--- src/rtl/key_counter_arbiter.sv ---
// Two-digit BCD up/down counter shared by two requesters through a round-robin
// arbiter, with optional grant spacing and a sticky overload state.
module key_counter_arbiter #(
  parameter int unsigned MIN_GAP  = 0,
  parameter logic [3:0]  OVF_CODE = 4'd14
) (
  input  logic       clk100_i,
  input  logic       rst_i,
  input  logic       clear_i,
  input  logic [1:0] req_i,
  input  logic [1:0] op_i,
  output logic [1:0] ack_o,
  output logic [3:0] digit1_o,
  output logic [3:0] digit0_o,
  output logic       ovf_o,
  output logic       busy_o
);

  localparam int GAP_W = (MIN_GAP > 0) ? $clog2(MIN_GAP + 1) : 1;
  localparam logic [GAP_W-1:0] GAP_LOAD = GAP_W'(MIN_GAP);

  // Handshake: req_i[n] is a level held until ack_o[n] pulses for one cycle;
  // the requester drops or changes req/op by the edge after seeing that ack.
  logic [1:0]       ack_q, ack_d;
  logic [3:0]       digit1_q, digit1_d;
  logic [3:0]       digit0_q, digit0_d;
  logic             ovf_q, ovf_d;
  logic             last_q, last_d;
  logic [GAP_W-1:0] gap_q, gap_d;

  logic [1:0] elig;
  logic       grant_vld;
  logic       grant_id;
  logic       op_dec;

  assign elig = req_i & ~ack_q;

  always_comb begin
    grant_vld = 1'b0;
    grant_id  = 1'b0;
    if (!clear_i && (gap_q == '0)) begin
      case (elig)
        2'b01:   begin grant_vld = 1'b1; grant_id = 1'b0;    end
        2'b10:   begin grant_vld = 1'b1; grant_id = 1'b1;    end
        2'b11:   begin grant_vld = 1'b1; grant_id = ~last_q; end
        default: begin grant_vld = 1'b0; grant_id = 1'b0;    end
      endcase
    end
  end

  assign op_dec = op_i[grant_id];

  always_comb begin
    digit1_d = digit1_q;
    digit0_d = digit0_q;
    ovf_d    = ovf_q;
    ack_d    = grant_vld ? (2'b01 << grant_id) : 2'b00;
    last_d   = grant_vld ? grant_id : last_q;
    gap_d    = gap_q;
    if (clear_i) begin
      digit1_d = 4'd0;
      digit0_d = 4'd0;
      ovf_d    = 1'b0;
      gap_d    = '0;
    end else begin
      if (grant_vld)
        gap_d = GAP_LOAD;
      else if (gap_q != '0)
        gap_d = gap_q - GAP_W'(1);
      // Overload freezes the value; grants still ack and load the gap.
      if (grant_vld && !ovf_q) begin
        if (!op_dec) begin
          if (digit0_q != 4'd9) begin
            digit0_d = digit0_q + 4'd1;
          end else if (digit1_q != 4'd9) begin
            digit0_d = 4'd0;
            digit1_d = digit1_q + 4'd1;
          end else begin
            ovf_d    = 1'b1;
            digit1_d = OVF_CODE;
            digit0_d = OVF_CODE;
          end
        end else begin
          if (digit0_q != 4'd0) begin
            digit0_d = digit0_q - 4'd1;
          end else if (digit1_q != 4'd0) begin
            digit0_d = 4'd9;
            digit1_d = digit1_q - 4'd1;
          end else begin
            ovf_d    = 1'b1;
            digit1_d = OVF_CODE;
            digit0_d = OVF_CODE;
          end
        end
      end
    end
  end

  always_ff @(posedge clk100_i) begin
    if (rst_i) begin
      ack_q    <= 2'b00;
      digit1_q <= 4'd0;
      digit0_q <= 4'd0;
      ovf_q    <= 1'b0;
      last_q   <= 1'b1;
      gap_q    <= '0;
    end else begin
      ack_q    <= ack_d;
      digit1_q <= digit1_d;
      digit0_q <= digit0_d;
      ovf_q    <= ovf_d;
      last_q   <= last_d;
      gap_q    <= gap_d;
    end
  end

  assign ack_o    = ack_q;
  assign digit1_o = digit1_q;
  assign digit0_o = digit0_q;
  assign ovf_o    = ovf_q;
  assign busy_o   = (gap_q != '0);

endmodule

--- config.mk ---
export PLATFORM = sky130hd
export DESIGN_NAME = key_counter_arbiter
export DESIGN_NICKNAME = d
export VERILOG_FILES = /design/src/rtl/key_counter_arbiter.sv
export SDC_FILE = /design/constraint.sdc
export NUM_CORES = 1
export LEC_CHECK = 0
export ABC_CLOCK_PERIOD_IN_PS = 2300
export CAP_MARGIN = 20
export CORE_ASPECT_RATIO = 0.7
export CORE_MARGIN = 2
export CORE_UTILIZATION = 35
export DETAILED_ROUTE_END_ITERATION = 8
export DONT_BUFFER_PORTS = 1
export PLACE_DENSITY_LB_ADDON = 0.05
export SKIP_CTS_REPAIR_TIMING = 1
export SLEW_MARGIN = 20
export SYNTH_ARGS = -nofsm -noshare
export SYNTH_HDL_FRONTEND = slang
export SYNTH_SLANG_ARGS = --single-unit
--- constraint.sdc ---
create_clock -name clk100_i -period 2.3 [get_ports clk100_i]
set_input_delay 0.46 -clock clk100_i [delete_from_list [all_inputs] [get_ports clk100_i]]
set_output_delay 0.46 -clock clk100_i [all_outputs]
set_load 0.05 [all_outputs]
Word level (Yosys, flattened, before mapping)
Cells that the tools add are included.

Add/subtract/negate cells: 5. $lt $le $gt $ge: 1. Equal/unequal tests: 9. Shift-type cells: 1. Multiplexer cells: 21. Bitwise operators: 5. Reduce and logical (&&, ||, !) cells: 12.

Operators with widths (count): 4-bit two-way mux (9); 1-bit two-way mux (10); 4-bit by 1-bit adder with 4-bit output (second input constant) (2); 2-bit inequality test (second input constant) (4); 4-bit inequality test (second input constant) (2); 4-bit nonzero test (2); 4-bit by 1-bit subtractor with 4-bit output (second input constant) (2); 5-bit AND reduction (1); 2-bit equality test (second input constant) (2); 2-bit OR reduction (2); 4-bit OR reduction (1); 3-bit two-way mux (1); 1-bit inverter (3); 3-bit AND reduction (1); 3-bit OR reduction (1); 2-bit AND (1); 2-bit by 1-bit equality test with 1-bit output (second input constant) (1); 1-bit logical AND (2); 1-bit logical NOT (2); 1-bit by 2-bit < comparator with 1-bit output (second input constant) (1); 2-bit inverter (1); 1-bit one-hot mux with 2 select lines (1); 1-bit by 1-bit left shift with 2-bit output (first input constant) (1); 1-bit subtractor (second input constant) (1).

Bits in registers: 13. Input port bits: 7. Output and inout port bits: 12. Word-level logic and storage cells: 60.

Logic depth before layout (Yosys ltp)
Depth in word-level cells: 9. Mapped depth: 7. Depth with buffers taken out: 7.

Worst setup path before layout
Ideal clock, no wire load.

Path type: register to register. Start: reg digit0_q[0] (netlist: digit0_o[0]). End: reg digit1_q[3] (netlist: digit1_o[3]). Library setup time: 101 ps. Arrival time: 2282 ps. Data required time: 2199 ps. Setup slack: -83 ps. Stages on the path, launching flop included: 6. Buffers on the path: 0. Clock period less this slack: 2383 ps. Cell sequence: dfxtp_1 ha_1 or4bb_1 a211oi_1 o21ai_1 o41ai_1.

Longest elaborated chain between the ends: 3. Elaborated cells between the ends (all ways): 5. Those cells by class: eq/ne: 3; reduce/logical: 2.

RTL lines: start: declaration (line 26) `logic [3:0] digit0_q, digit0_d;`; start signal: assignment (line 110) `digit0_q <= digit0_d;`; 4-bit inequality test or 4-bit nonzero test (tied branches) (line 73, 84); 2-bit inequality test (no line); 3-bit AND reduction (no line) *; end signal: assignment (line 109) `digit1_q <= digit1_d;`; end: declaration (line 25) `logic [3:0] digit1_q, digit1_d;`.

Every way passes the cells marked *; elsewhere a longest branch is shown, timed or not. A chain may end at the register's enable or synchronous reset.

Worst setup path after layout
Start: reg digit0_q[1] (netlist: digit0_o[1]). End: reg digit1_q[3] (netlist: digit1_o[3]).

The elaborated chain is that of the path after synthesis.

==> flow_summary.toml <==
[outcome]
status = "finished clean"

[pwr]
irDropWorstVdd_uv = 337
leakage_nw = 0.467
power.density_nw_per_um2 = 462

[clocking]
tritoncts.num_buffers = 3
clockBufferDepth = 2
cts.sinks = 13
htreeDepth = 1
clock_latency_ns = 0.24
cts_tree = "done"
path_clk_slew_ns = 0.06
cts-root-buf = "clkbuf_8"

[sta]
holdWs_ns = 0.283
slew_viol_final = 0
tightest_slew_ns = 0.613
skew_ns = 0.00218
setup-violations-final = 0
post-route-period-util = 0.913
rsz0062_at_grt = "false"
fmax_ghz = 0.476
slew-limit-headroom = 0.588
min_period_ns = 2.10
hold_violations = 0
setup_tns_ns = 0

[worst_setup_path]
r2r_setup_slack_ns = 0.20
r2r-start = "digit0_o[1]$_SDFFE_PP0P_"
path_class = "flip-flop to flip-flop"
arrival_ns = 2.24
required_ns = 2.44
reg2reg_depth = 6
start_kind = "flip-flop"
r2r-end = "digit1_o[3]$_SDFFE_PP0P_"
cp_cell_sequence = "inv_1, ha_1, or4bb_1, a211oi_1, o21ai_1, o41ai_1"
cp_slowest_cell = "or4bb_1"
crit_fanout = 7
slowest_delay_ns = 0.49
crit_path_end_kind = "flip-flop"

[die]
start_util = 0.368
core-area_um2 = 2780
num_io_pins = 19
die_h_um = 49.3
rows = 16
fp.dieW_um = 68.7
dieArea_um2 = 3380

[cells_and_area]
stdcell_area_um2 = 1220
final_cell_mix = "buf_4 (18), dfxtp_1 (12), nand2_1 (10)"
finalNetCount = 150
drive_above_1_share = 0.235
area_delta_synth_final_pct = 18.7
n_antenna_cell = 0
layout_commonest_cell = "buf_4"

[detailed_routing]
postRouteAntennaNets = 0
drt-pass1-iter-count = 4
vias = 952
drt_wl_total_um = 2520
wl_per_cell_um = 14.7
remaining_drc_errors = 0
vias_per_cell = 5.53
first_iter_violations = 57

[grt]
antenna_found_initial = 0
grt_overflow = 0
grt_start_max_net_pins = 15
grt_pass1_vias = 886
grt_pass1_wl_um = 4350
track_usage = 0.169

[yosys]
syn_area_um2 = 1020
synth_warnings = 0
yosys_most_used_dff = "dfxtp_1"
syn_avg_cell_area_um2 = 8.61
synth-async-reset-ratio = 0
yosysSeqAreaShare = 0.254
ys_types = 48
synth-edff-count = 0
syn_nets = 132
syn_inst = 119
synth-seq-cells = 13

[placement]
place_congestion = 0.768
dp_hpwl_um = 1970
portBuffers = 0
placed_cell_area_um2 = 1170

[worst_hold_path]
holdPathEnd = "ack_o[1]$_SDFF_PP0_"
min_path_cells = 1
min_from = "rst_i"
hold_path_class = "primary input to flip-flop"

[job]
max-cap-violations = 0
state kept, by name (all words and copies together), names as in the netlist:
register and cells:
ack_o 2, busy_o 1, digit0_o 4, digit1_o 4, last_q 1, ovf_o 1
layer usage:
metal | global-route usage | up-vias | share of wire
met3 | 0.0508 | 2 | 0.065
met5 | 0 | - | 0
met4 | 0.0200 | 0 | 0.0044
li1 | - | 483 | -
met1 | 0.248 | 441 | 0.49
met2 | 0.247 | 26 | 0.44
logic make-up after synthesis:
family,count (synthesis),synth area share
AND/OR/NAND/NOR,50,0.302
AO/OA/AOI/OAI,32,0.238
flip-flops,13,0.254
buffers and inverters,9,0.0501
adder cells (fa/ha/maj),6,0.0733
multiplexers,6,0.0623
XOR/XNOR,2,0.0171
other,1,0.00366
how the worst max path moves through the flow:
stage                             start  cells after the start                        to
2_1_floorplan  digit0_o[1]$_SDFFE_PP0P_                      6  digit1_o[3]$_SDFFE_PP0P_
3_3_place_gp                    clear_i                      6  digit0_o[3]$_SDFFE_PP0P_
6_report       digit0_o[1]$_SDFFE_PP0P_                      6  digit1_o[3]$_SDFFE_PP0P_
4_1_cts        digit0_o[1]$_SDFFE_PP0P_                      6  digit1_o[3]$_SDFFE_PP0P_
5_1_grt        digit0_o[1]$_SDFFE_PP0P_                      6  digit1_o[3]$_SDFFE_PP0P_
3_5_place_dp                    clear_i                      6  digit0_o[3]$_SDFFE_PP0P_
metrics by stage:
stage	utilization	power, W	std cells	setup WS [ns]
after floorplan	-	0.000333	119	0.105
after global placement	0.420	0.000360	168	0.163
after detailed placement	0.420	0.000359	168	0.163
after CTS	0.437	0.000570	172	0.218
after global routing	0.437	0.000590	172	0.0414
final	0.437	0.000562	172	0.199
cell type report:
type                            count  area (µm²)
Sequential cell                    13         262
Multi-Input combinational cell     97         713
Clock buffer                        3        41.3
Inverter                            4        15.0
Timing Repair Buffer               18         135
Tap cell                           36        45.0
Clock inverter                      1        5.00
Fill cell                         295        1570
cells in the mapped netlist (2+ instances only):
cell,number,area [µm²]
o2111ai_1,2,17.5
nand2_1,10,37.5
nand3b_1,4,30.0
nand2b_1,6,37.5
buf_2,2,10.0
nor2_1,7,26.3
nor3b_1,2,15.0
inv_1,4,15.0
a211oi_1,4,30.0
ha_1,6,75.1
o31ai_1,2,15.0
nand4b_1,2,17.5
a21o_1,2,15.0
mux2_1,2,22.5
or2_2,2,12.5
nand3_1,7,35.0
a21oi_1,4,20.0
dfxtp_1,13,260
o21ai_0,5,25.0
or4bb_1,2,22.5
mux2i_1,3,30.0
nor4bb_1,2,20.0
report_power, final:
| part | total, W | internal (W) | switching (W) |
|---|---|---|---|
| Sequential | 0.000237 | 0.000232 | 0.00000576 |
| Combinational | 0.000118 | 0.0000476 | 0.0000703 |
| Clock | 0.000207 | 0.000120 | 0.0000872 |
| Total | 0.000562 | 0.000399 | 0.000163 |
critical path, delay by kind of cell, from the launching register on:
family	cells	cell delay, ns
flops	1	0.31
simple gates	1	0.49
fa+ha+maj	1	0.19
compound gates	3	0.94
buf+inv	1	0.07
(Power assumes the default switching activity.)
